==> src/rtl/usb_tx.sv <==
// usb_tx: full-speed USB transmit engine. Serialises SYNC, PID, payload and
// CRC16 with bit stuffing and NRZI, then EOP, onto dp_out/dm_out.
//
// state     | meaning
// ----------+------------------------------------------------------------
// S_IDLE    | line at J, waiting for a packet request
// S_SYNC    | sending 8'h80 LSB first
// S_PID     | sending {~pid, pid}
// S_DATA    | sending len payload bytes, CRC16 accumulating
// S_CRC     | sending ~crc, 16 bits LSB first
// S_EOP_SE0 | two bit times of SE0
// S_EOP_J   | one bit time of J, then back to IDLE
module usb_tx #(
  parameter int CLKS_PER_BIT = 4,
  parameter int MAX_PAYLOAD  = 64
) (
  input  logic       clk,
  input  logic       rst,
  input  logic [2:0] tx_packet,
  input  logic [6:0] buffer_occupancy,
  input  logic [7:0] tx_packet_data,
  output logic       get_tx_packet_data,
  output logic       tx_transfer_active,
  output logic       tx_error,
  output logic       dp_out,
  output logic       dm_out
);

  localparam int CW = (CLKS_PER_BIT > 2) ? $clog2(CLKS_PER_BIT) : 1;
  localparam logic [CW-1:0] CNT_TOP = CW'(CLKS_PER_BIT - 1);

  // kind of symbol driven for the next bit time
  localparam logic [1:0] K_DATA  = 2'd0;
  localparam logic [1:0] K_STUFF = 2'd1;
  localparam logic [1:0] K_SE0   = 2'd2;
  localparam logic [1:0] K_J     = 2'd3;

  typedef enum logic [2:0] {
    S_IDLE, S_SYNC, S_PID, S_DATA, S_CRC, S_EOP_SE0, S_EOP_J
  } state_t;

  state_t        state;
  logic [CW-1:0] clk_cnt;
  logic [3:0]    bit_idx;
  logic [6:0]    len;
  logic [6:0]    bytes_left;
  logic [3:0]    pid;
  logic          is_data;
  logic [7:0]    shift;
  logic [15:0]   crc;
  logic [2:0]    ones;
  logic          lvl;

  logic [7:0]  pid_byte;
  logic [3:0]  nxt_idx;
  state_t      n_state;
  logic [3:0]  n_idx;
  logic        n_bit;
  logic [1:0]  n_kind;
  logic        n_pop;
  logic        n_crc;
  logic [15:0] crc_new;
  logic        req_legal;
  logic        req_data;
  logic [3:0]  req_pid;
  logic        in_stuff_span;

  // decode the incoming request
  always_comb begin
    req_legal = (tx_packet != 3'd0) && (tx_packet <= 3'd5);
    req_data  = (tx_packet == 3'd1) || (tx_packet == 3'd2);
    case (tx_packet)
      3'd1:    req_pid = 4'b0011;
      3'd2:    req_pid = 4'b1011;
      3'd3:    req_pid = 4'b0010;
      3'd4:    req_pid = 4'b1010;
      3'd5:    req_pid = 4'b1110;
      default: req_pid = 4'b0000;
    endcase
  end

  // choose what to drive at the end of the current bit time
  always_comb begin
    pid_byte = {~pid, pid};
    nxt_idx  = bit_idx + 4'd1;
    n_state  = state;
    n_idx    = bit_idx;
    n_bit    = 1'b0;
    n_kind   = K_DATA;
    n_pop    = 1'b0;
    n_crc    = 1'b0;
    in_stuff_span = (state == S_SYNC) || (state == S_PID) ||
                    (state == S_DATA) || (state == S_CRC);
    case (state)
      S_SYNC: begin
        if (bit_idx != 4'd7) begin
          n_idx = nxt_idx;
          n_bit = (bit_idx == 4'd6);
        end else begin
          n_state = S_PID;
          n_idx   = 4'd0;
          n_bit   = pid_byte[0];
        end
      end
      S_PID: begin
        if (bit_idx != 4'd7) begin
          n_idx = nxt_idx;
          n_bit = pid_byte[nxt_idx[2:0]];
        end else if (!is_data) begin
          n_state = S_EOP_SE0;
          n_idx   = 4'd0;
          n_kind  = K_SE0;
        end else if (len == 7'd0) begin
          n_state = S_CRC;
          n_idx   = 4'd0;
          n_bit   = ~crc[0];
        end else begin
          n_state = S_DATA;
          n_idx   = 4'd0;
          n_bit   = tx_packet_data[0];
          n_pop   = 1'b1;
          n_crc   = 1'b1;
        end
      end
      S_DATA: begin
        if (bit_idx != 4'd7) begin
          n_idx = nxt_idx;
          n_bit = shift[nxt_idx[2:0]];
          n_crc = 1'b1;
        end else if (bytes_left != 7'd0) begin
          n_idx = 4'd0;
          n_bit = tx_packet_data[0];
          n_pop = 1'b1;
          n_crc = 1'b1;
        end else begin
          n_state = S_CRC;
          n_idx   = 4'd0;
          n_bit   = ~crc[0];
        end
      end
      S_CRC: begin
        if (bit_idx != 4'd15) begin
          n_idx = nxt_idx;
          n_bit = ~crc[nxt_idx];
        end else begin
          n_state = S_EOP_SE0;
          n_idx   = 4'd0;
          n_kind  = K_SE0;
        end
      end
      S_EOP_SE0: begin
        if (bit_idx == 4'd0) begin
          n_idx  = 4'd1;
          n_kind = K_SE0;
        end else begin
          n_state = S_EOP_J;
          n_idx   = 4'd0;
          n_kind  = K_J;
        end
      end
      S_EOP_J: begin
        n_state = S_IDLE;
        n_idx   = 4'd0;
        n_kind  = K_J;
      end
      default: begin
        n_state = state;
      end
    endcase
    // a stuff bit holds position: no bit counter, CRC or pop advance
    if (in_stuff_span && (ones == 3'd6)) begin
      n_state = state;
      n_idx   = bit_idx;
      n_kind  = K_STUFF;
      n_pop   = 1'b0;
      n_crc   = 1'b0;
    end
    crc_new = {1'b0, crc[15:1]} ^ ((crc[0] ^ n_bit) ? 16'hA001 : 16'h0000);
  end

  // packet sequencer, bit timer, NRZI line driver
  always_ff @(posedge clk) begin
    if (rst) begin
      state              <= S_IDLE;
      clk_cnt            <= '0;
      bit_idx            <= 4'd0;
      len                <= 7'd0;
      bytes_left         <= 7'd0;
      pid                <= 4'd0;
      is_data            <= 1'b0;
      shift              <= 8'd0;
      crc                <= 16'd0;
      ones               <= 3'd0;
      lvl                <= 1'b1;
      dp_out             <= 1'b1;
      dm_out             <= 1'b0;
      tx_transfer_active <= 1'b0;
      get_tx_packet_data <= 1'b0;
      tx_error           <= 1'b0;
    end else begin
      get_tx_packet_data <= 1'b0;
      tx_error           <= 1'b0;
      if (state == S_IDLE) begin
        if (req_legal) begin
          if (req_data && (int'(buffer_occupancy) > MAX_PAYLOAD)) begin
            tx_error <= 1'b1;
          end else begin
            // first SYNC bit is a 0: the line leaves J for K right away
            state              <= S_SYNC;
            tx_transfer_active <= 1'b1;
            pid                <= req_pid;
            is_data            <= req_data;
            len                <= buffer_occupancy;
            bytes_left         <= buffer_occupancy;
            crc                <= 16'hFFFF;
            bit_idx            <= 4'd0;
            clk_cnt            <= CNT_TOP;
            ones               <= 3'd0;
            lvl                <= 1'b0;
            dp_out             <= 1'b0;
            dm_out             <= 1'b1;
          end
        end
      end else begin
        if (tx_packet != 3'd0) tx_error <= 1'b1;
        if (clk_cnt != '0) begin
          clk_cnt <= clk_cnt - 1'b1;
        end else begin
          clk_cnt <= CNT_TOP;
          state   <= n_state;
          bit_idx <= n_idx;
          case (n_kind)
            K_DATA: begin
              lvl    <= n_bit ? lvl : ~lvl;
              dp_out <= n_bit ? lvl : ~lvl;
              dm_out <= n_bit ? ~lvl : lvl;
              ones   <= n_bit ? ones + 3'd1 : 3'd0;
            end
            K_STUFF: begin
              lvl    <= ~lvl;
              dp_out <= ~lvl;
              dm_out <= lvl;
              ones   <= 3'd0;
            end
            K_SE0: begin
              dp_out <= 1'b0;
              dm_out <= 1'b0;
              ones   <= 3'd0;
            end
            default: begin
              lvl    <= 1'b1;
              dp_out <= 1'b1;
              dm_out <= 1'b0;
              ones   <= 3'd0;
            end
          endcase
          if (n_pop) begin
            get_tx_packet_data <= 1'b1;
            shift              <= tx_packet_data;
            bytes_left         <= bytes_left - 7'd1;
          end
          if (n_crc) crc <= crc_new;
          if (state == S_EOP_J) begin
            tx_transfer_active <= 1'b0;
            clk_cnt            <= '0;
          end
        end
      end
    end
  end

endmodule
==> config.mk <==
export PLATFORM = sky130hd
export DESIGN_NAME = usb_tx
export DESIGN_NICKNAME = d
export VERILOG_FILES = /design/src/rtl/usb_tx.sv
export SDC_FILE = /design/constraint.sdc
export NUM_CORES = 1
export LEC_CHECK = 0
export CAP_MARGIN = 0
export CORE_MARGIN = 3
export CORE_UTILIZATION = 28
export CTS_BUF_LIST = sky130_fd_sc_hd__clkbuf_8
export CTS_CLUSTER_SIZE = 24
export DETAILED_ROUTE_END_ITERATION = 12
export PLACE_DENSITY = 0.54
export SYNTH_ARGS = -nofsm -noshare
export SYNTH_HDL_FRONTEND = slang
export SYNTH_SLANG_ARGS = --single-unit
==> constraint.sdc <==
create_clock -name clk -period 3.1 [get_ports clk]
set_input_delay 0.31 -clock clk [delete_from_list [all_inputs] [get_ports clk]]
set_output_delay 0.31 -clock clk [all_outputs]
set_load 0.05 [all_outputs]
* Word level (Yosys, flattened, before mapping)
Index checks and enable logic that the tools add are counted.
** Cells by class
- Reductions and logical operators :: 31
- Shifts and indexed selects :: 0
- Bitwise operators :: 9
- $mul :: 0
- Eq/ne operators :: 28
- Order comparisons :: 4
- Muxes and demuxes :: 99
- $add $sub $neg :: 4
- Div/mod/pow operators :: 0
** Operators by type and width (number)
- $mux W16 :: 6
- $mux W3 :: 19
- $mux W1 :: 40
- $mux W7 :: 5
- $mux W4 :: 7
- $pmux W4 S5 :: 1
- $eq A3 B3 Y1 const B :: 6
- $mux W2 :: 9
- $pmux W3 S6 :: 1
- $pmux W4 S4 :: 1
- $reduce_and A4 Y1 :: 4
- $xor A15 B16 Y16 :: 1
- $ne A3 B2 Y1 const B :: 5
- $reduce_bool A7 Y1 :: 2
- $eq A3 B2 Y1 const B :: 4
- $reduce_and A11 Y1 :: 1
- $reduce_and A3 Y1 :: 3
- $ne A2 B2 Y1 const B :: 4
- $pmux W2 S4 :: 1
- $reduce_bool A2 Y1 :: 4
- $gt A7 B7 Y1 const B :: 1
- $logic_not A7 Y1 :: 1
- $sub A7 B1 Y7 const B :: 1
- $bmux W1 S3 :: 2
- 31 further kinds :: 46
** Word-level totals
- Latch bits :: 0
- Memories :: 0
- Output and inout port bits :: 5
- Input bits :: 20
- Flip-flop bits (word level) :: 61
- RAM bits :: 0
- ROM bits :: 0
- Logic and storage cells :: 191

* Depth between registers and ports, before layout
Gate-level depths: netlist of the first run.
- Depth in word-level cells :: 12
- Depth in mapped cells :: 11
- Mapped depth without buffers :: 9

* Worst setup path before layout of the first run
OpenSTA, ideal clock, no wires.
- Path type :: reg2reg
- Start :: register bit_idx[0]
- End :: register crc[13]
- Path slack :: 0.024 ns
- Data arrival time :: 2.987 ns
- Cell stages (with the launch flop) :: 12
- Cell sequence :: dfxtp_1 > clkbuf_1 > inv_1 > ha_1 > buf_2 > mux4_2 > xnor2_1 > or4_1 > o311a_1 > nand3_4 > xnor3_1 > a311oi_2
** On the way
- Longest elaborated chain between the ends :: 12
** RTL lines
- start: declaration :: line 44 : logic [3:0] bit_idx;
- start signal: assignment :: line 231 : bit_idx <= n_idx;
- $add A4 B1 Y4 :: line 85 : nxt_idx = bit_idx + 4'd1;
- $bmux W1 S4 :: line 144 : n_bit = ~crc[nxt_idx];
- $mux W1 (not written as such) :: line 144
- $not A1 Y1 :: line 144
- $mux W1 :: line 142 : if (bit_idx != 4'd15) begin
- $pmux W1 S4 :: line 94 : case (state)
- $xor A1 B1 Y1 :: line 178 : crc_new = {1'b0, crc[15:1]} ^ ((crc[0] ^ n_bit) ? 16'hA001 : 16'h0000);
- $mux W16 :: line 178
- $xor A15 B16 Y16 :: line 178
- $mux W16 :: line 262 : if (n_crc) crc <= crc_new;
- $mux W16 :: line 226 : if (clk_cnt != '0) begin
- $mux W16 :: line 203 : if (state == S_IDLE) begin
- end signal: assignment :: line 262
- end: declaration :: line 50 : logic [15:0] crc;
Several ways; a longest one is shown, not always the timed one. The select of a mux whose other input is x is not followed.
A chain may end at the register's enable or synchronous reset.

* Final worst setup path of the first run
- Start :: register bit_idx[0]
- End :: register crc[0]
Same word-level chain as after synthesis.

==> results.md, run 1 <==
* Root buffer cell: clkbuf_8
* Final core occ at 34.1%
* Via density at 5.03
* DP Wirelength at 6380 microns
* Drt wl/cell at 14.1 microns
* Hold Violations, Final at 0
* Post-synthesis sequential area ratio at 34.9%
* Crit Path Class: reg -> reg
* Placed Area at 0.00394 sq mm
* Cell area after synthesis at 0.00350 sq mm
* Drt pass-1 iters at 5
* Asr flop ratio synth at 0%
* Synth unique cells at 60
* Die ar. at 0.0139 sq mm
* Crit path buf inv count at 1
* Largest net degree at the start of global routing at 44
* GRT overflow at 0
* Die X at 118 microns
* CTS clk-pin slew, worst paths at 0.08 ns
* Final setup viols at 0
* CTS sink cnt at 61
* Syn nets at 456
* Critical Path Start Type: register
* Cts hold-fix bufs at 0
* Status: finished clean
* Skew final at 0.0126 ns
* Fin area at 0.00413 sq mm
* Worst EP arrival at 3.15 ns
* Worst Setup End Kind: register
* Postcts setup bufs at 0
* Initial DRC count at 161
* PD cells at 886 mW/mm^2
* Area delta synth->final at 18.2%
* Placement Rows at 40
* Met2 Use GR at 19.4%
* Max Transition Viols Final at 0
* Total negative setup slack at 0 ns
* Mean post-synth cell area at 8.15 sq um
* Global Route met3 Usage at 2.93%
* Crit-path slowest cell: mux4_2
* Fmax at 346 MHz
* Crit-path max FO at 5
* Hold/Removal Path Class: reg -> reg
* Most used routing layer: met2
* N_diodes at 0
* Vias at 3,112
* CTS Buf Count at 9
* Crit share post-route at 93.2%
* RD Place Congestion at 0.825
* Nets at 473
* CP delay by family, top: compound AO/OA/AOI/OAI gates
* Slew headroom at 44.7%
* Register bit total from synthesis at 61
* Unrepaired setup endpoints after global routing: false
* Routing usage on met1 at 18.0%
* Ys flop type: dfxtp_1
* CTS tree: built
* Number of synthesized flops with an enable pin at 0
* Antenna violations before repair at 0
* Vias in the first global route at 2,928
* Post-cts sizing count at 0
* CP max stage delay at 0.52 ns
* Fillers at 1,296
* Worst slew pin tran at 0.830 ns
* Final Critical Period at 2.89 ns
* Post-Route WL at 8710 microns
* Layout cells sized above 1 at 12.4%
* Critical Path RT at 3.36 ns
* First-pass GRT wire length at 14,900 microns
* Max-cap viol count at 0
* H-tree levels at 3
* Synth warn at 0
* DRC Markers at 0
* Initial core utilization at 28.9%
* Leakage at 1.51 nW
* GRT Total Usage at 13.0%
* # IOs at 25
* Worst VDD drop at 0.000292 V
* Port Buffer Count at 24
* Final ANT Viol Nets at 0
* Die Ht at 118 microns
* Worst-skew pair later-pin latency at 0.35 ns
* Clock Tree Buf Depth at 2
* Core footprint at 0.0121 sq mm
* Crit path cell chain: inv_1 -> ha_1 -> mux4_2 -> xnor2_1 -> or4_1 -> o311a_1 -> a31oi_1 -> and4bb_1 -> a311oi_1
* Post-Synthesis Cells at 429
==> state kept, by name (all words and copies together) (netlist names), 2 cells and up <==
signal / cells
bytes_left: 7
clk_cnt: 2
state: 3
shift: 8
bit_idx: 4
len: 7
ones: 3
pid: 4
crc: 16
==> worst reg2reg max path: stages (launching register included) <==
cell and delay (ns):
dfxtp_1 0.39, inv_1 0.12, ha_1 0.36, mux4_2 0.52, xnor2_1 0.13, or4_1 0.40
o311a_1 0.17, a31oi_1 0.23, and4bb_1 0.21, a311oi_1 0.27
==> synthesized netlist by cell type, drive strengths merged, types with 5 or more instances <==
master | instances | share of area (%)
a211oi | 19 | 4.1
a21o | 5 | 1.1
a21oi | 38 | 5.5
a311oi | 6 | 1.7
a31oi | 6 | 1.1
buf | 10 | 1.4
clkbuf | 25 | 2.7
dfxtp | 61 | 35
ha | 7 | 2.5
inv | 11 | 1.2
mux2i | 13 | 3.7
mux4 | 7 | 4.5
nand2 | 38 | 4.1
nand2b | 5 | 0.89
nand3 | 9 | 1.6
nand4 | 5 | 0.89
nor2 | 65 | 7.0
nor3 | 15 | 2.3
nor4 | 5 | 0.89
o21ai | 18 | 2.6
or3 | 5 | 0.89
==> logic make-up (layout without fill, tap and decap cells) <==
kind of cell             after synthesis  in the layout  share of synthesized area, %
adder cells (fa/ha/maj)                7              7                          2.50
flip-flops                            61             61                          34.9
multiplexers                          23             23                          9.19
XOR/XNOR                               7              7                          2.36
AND/OR/NAND/NOR                      173            173                          24.4
AO/OA/AOI/OAI                        112            112                          21.4
buffers and inverters                 46             68                          5.22
==> per-stage QoR <==
step                      power, mW  hold slack [ns]  cells  setup slack, ns
after CTS                      3.69            0.459    619            0.205
after global routing           3.97            0.482    619          0.00535
after detailed placement       2.97            0.450    603           0.0897
final                          3.66            0.455    619            0.211
after global placement         2.94            0.447    603            0.193
after floorplan                2.48            0.436    429           0.0245
==> layer usage <==
layer  share of wire, %  vias up
met5                  0        -
met4                2.0        0
met3                4.1       12
met2                 45       58
met1                 49     1462
li1                   -     1580
==> worst paths after layout <==
kind / from / end / slack (ns) / cells after the start
worst min register to register: tx_transfer_active$_SDFFE_PP0P_ / tx_transfer_active$_SDFFE_PP0P_ / 0.45 / 2
worst min-delay path: tx_transfer_active$_SDFFE_PP0P_ / tx_transfer_active$_SDFFE_PP0P_ / 0.45 / 2
worst max register to register: bit_idx[0]$_SDFFE_PP0P_ / crc[0]$_SDFFE_PP0P_ / 0.21 / 9
worst max-delay path: bit_idx[0]$_SDFFE_PP0P_ / crc[0]$_SDFFE_PP0P_ / 0.21 / 9
==> layout by cell type, fill, tap and decap left out, types with 8 or more instances in the layout <==
| cell | netlist | layout |
|---|---|---|
| clkdlybuf4s50_1 | 0 | 23 |
| a211oi_1 | 19 | 19 |
| nand2_1 | 38 | 38 |
| dfxtp_1 | 61 | 61 |
| nand3_1 | 8 | 8 |
| a21oi_1 | 37 | 37 |
| inv_1 | 11 | 11 |
| nor2_1 | 65 | 65 |
| buf_4 | 0 | 17 |
| clkbuf_8 | 0 | 9 |
| mux2i_1 | 13 | 13 |
| o21ai_0 | 18 | 18 |
| nor3_1 | 14 | 13 |
==> final cells by class <==
type | instances | area, sq um | area share (%)
multi-input cells | 322 | 2100 | 50.8
flip-flops and latches | 61 | 1220 | 29.5
repair buffers | 41 | 363 | 8.78
well taps | 168 | 210 | 5.08
clock buffers | 9 | 124 | 3.00
clock inverters | 7 | 75.1 | 1.82
inverters | 11 | 41.3 | 0.999
==> report_power, final <==
part	switching [mW]	internal, mW
sequential	0.191	0.986
clock	0.350	0.373
combinational	1.05	0.713
Note: power is estimated with default switching activity, not from simulation.
==> inputs of run 2 (changes only) <==
--- a/config.mk
+++ b/config.mk
@@ -12,6 +12,7 @@
 export CTS_CLUSTER_SIZE = 24
 export DETAILED_ROUTE_END_ITERATION = 12
 export PLACE_DENSITY = 0.54
+export SLEW_MARGIN = 20
 export SYNTH_ARGS = -nofsm -noshare
 export SYNTH_HDL_FRONTEND = slang
 export SYNTH_SLANG_ARGS = --single-unit
==> results of run 2 <==
Same layout as run 1: the final DEF is identical, and so are final timing and power.
==> inputs of run 3 (changes only) <==
--- a/config.mk
+++ b/config.mk
@@ -11,7 +11,6 @@
 export CTS_BUF_LIST = sky130_fd_sc_hd__clkbuf_8
 export CTS_CLUSTER_SIZE = 24
 export DETAILED_ROUTE_END_ITERATION = 12
-export PLACE_DENSITY = 0.54
 export SLEW_MARGIN = 20
 export SYNTH_ARGS = -nofsm -noshare
 export SYNTH_HDL_FRONTEND = slang
==> run 3 against run 2 <==
Worst setup slack improved by 0.067 ns. Register-to-register slack improved by 0.07 ns. Clock skew decreased by 0.0034 ns. Via count about the same. Die area unchanged. Utilization increased by 0.10 points. Power increased by 0.40%. Hold slack improved by 0.0021 ns. Sequential power about the same. Maximum frequency increased by 2.4%. Clock-buffer cell count increased by 3.
==> results.md, run 3 (synthesis results as in run 1) <==
* DRC Markers at 0
* Die Ht at 118 microns
* Placed Instances at 603
* Postcts setup bufs at 0
* Placement Rows at 40
* Hold path endpoint: tx_transfer_active$_SDFFE_PP0P_
* Worst-skew pair later-pin latency at 0.35 ns
* Reg with most FFs: crc
* CTS clk-pin slew, worst paths at 0.06 ns
* Post-Route WL at 8750 microns
* Crit share post-route at 91.0%
* Root buffer cell: clkbuf_8
* Sequential fraction of design power at 32.2%
* Switch share at 41.8%
* Die X at 118 microns
* Worst EP arrival at 3.08 ns
* Worst VDD drop at 0.000246 V
* GRT overflow at 0
* Port Buffer Count at 24
* Layout cells sized above 1 at 11.8%
* Final non-filler cell total at 617
* Switching power at 1.54 mW
* Biggest regs: crc x16, shift x8
* Final setup viols at 0
* Initial DRC count at 236
* Leakage at 1.53 nW
* First-pass GRT wire length at 14,800 microns
* Hold_sp: tx_transfer_active$_SDFFE_PP0P_
* Drt wl/cell at 14.2 microns
* Reg2Reg Depth at 9
* Max-cap viol count at 0
* Crit-path max FO at 8
* Fmax at 354 MHz
* Worst reg2reg path endpoint: crc[13]$_SDFFE_PP0P_
* Fillers at 1,253
* PD cells at 887 mW/mm^2
* Leading cell type in the layout, fill and taps excluded: nor2_1
* Skew final at 0.00920 ns
* Hold Violations, Final at 0
* Post-cts sizing count at 0
* Vias at 3,115
* CTS tree: built
* Critical Path RT at 3.36 ns
* Initial core utilization at 28.9%
* Critical Path Start Type: register
* Die ar. at 0.0139 sq mm
* CTS sink cnt at 61
* Largest register FFs at 16
* GRT Total Usage at 13.0%
* Worst Setup End Kind: register
* Core footprint at 0.0121 sq mm
* Slew headroom at 45.7%
* # IOs at 25
* Max Transition Viols Final at 0
* R2R Path Start: bit_idx[0]$_SDFFE_PP0P_
* Nets at 473
* Worst slew pin tran at 0.814 ns
* N_diodes at 0
* Unrepaired setup endpoints after global routing: false
* Reg2Reg Setup Slack at 0.28 ns
* CTS Buf Count at 9
* Clk pwr share at 19.5%
* Cts hold-fix bufs at 0
* RD Place Congestion at 0.825
* Drt pass-1 iters at 4
* Final ANT Viol Nets at 0
* Via density at 5.05
* Status: finished clean
* Hold/Removal Path Class: reg -> reg
* Internal power at 2.14 mW
* Largest net degree at the start of global routing at 42
* DP Wirelength at 6290 microns
* Final Critical Period at 2.82 ns
* Commonest cells after routing, fill and taps aside: nor2_1 (65), dfxtp_1 (61), nand2_1 (38)
* Antenna violations before repair at 0
* Clock Tree Buf Depth at 2
* Part of the power in combinational logic at 48.3%
* Total negative setup slack at 0 ns
* Worst hold path cell count at 2
* Crit Path Class: reg -> reg
* H-tree levels at 3
* Area delta synth->final at 18.5%
* Vias in the first global route at 3,042
==> run 3: cell types whose count changed in the layout (fill, tap and decap cells not counted), sizes merged <==
cell / delta
clkbuf: +3
clkinv: -2
clkinvlp: -3
==> run 3: final cells by class <==
class                      instances  area, sq um  share of cell area, %
multi-input combinational        322         2100                   50.6
clock inverter                     2         33.8                  0.815
timing repair buffer              41          375                   9.05
clock buffer                      12          165                   3.98
inverter                          11         41.3                  0.996
sequential                        61         1220                   29.5
tap                              168          210                   5.07
==> run 3: how the worst max path moves through the flow <==
stage,to,startpoint,cells after the start,slack (ns)
finish,crc[13]$_SDFFE_PP0P_,bit_idx[0]$_SDFFE_PP0P_,9,0.28
global route,crc[13]$_SDFFE_PP0P_,bit_idx[0]$_SDFFE_PP0P_,9,0.1
CTS,crc[13]$_SDFFE_PP0P_,bit_idx[0]$_SDFFE_PP0P_,9,0.27
detailed placement,bytes_left[0]$_SDFFE_PP0P_,buffer_occupancy[1],8,0.19
global placement,bytes_left[0]$_SDFFE_PP0P_,buffer_occupancy[1],8,0.24
floorplan,crc[13]$_SDFFE_PP0P_,bit_idx[0]$_SDFFE_PP0P_,11,0.02
==> run 3: critical path, stage by stage, from the launching register on <==
cell      delay (ns)
dfxtp_1         0.38
inv_1           0.12
ha_1            0.34
mux4_2          0.51
xnor2_1         0.13
or4_1           0.41
o311a_1         0.17
nand3_4         0.17
xnor3_1         0.25
a311oi_2        0.25
==> run 3: power by group through the flow <==
stage	Combinational (mW)	Clock, mW	Sequential (mW)
3_5_place_dp	1.78	0	1.20
2_1_floorplan	1.28	0	1.19
5_1_grt	1.99	0.774	1.21
3_3_place_gp	1.74	0	1.19
4_1_cts	1.78	0.742	1.18
6_report	1.77	0.718	1.18
==> run 3: per-stage QoR <==
step	setup slack, ns	hold WS (ns)	util [%]	cell area [sq um]	power, mW
after global placement	0.242	0.444	32.6	3950	2.93
after global routing	0.0978	0.472	34.2	4150	3.98
after CTS	0.273	0.461	34.2	4150	3.71
final	0.278	0.457	34.2	4150	3.68
after floorplan	0.0245	0.436	-	3500	2.48
after detailed placement	0.191	0.452	32.6	3950	2.98
==> run 3: layer usage <==
layer / wire length (microns) / track usage (%)
met1: 4030 / 16.6
met2: 4190 / 20.8
met3: 367 / 3.17
met4: 164 / 5.57
met5: 0 / 0
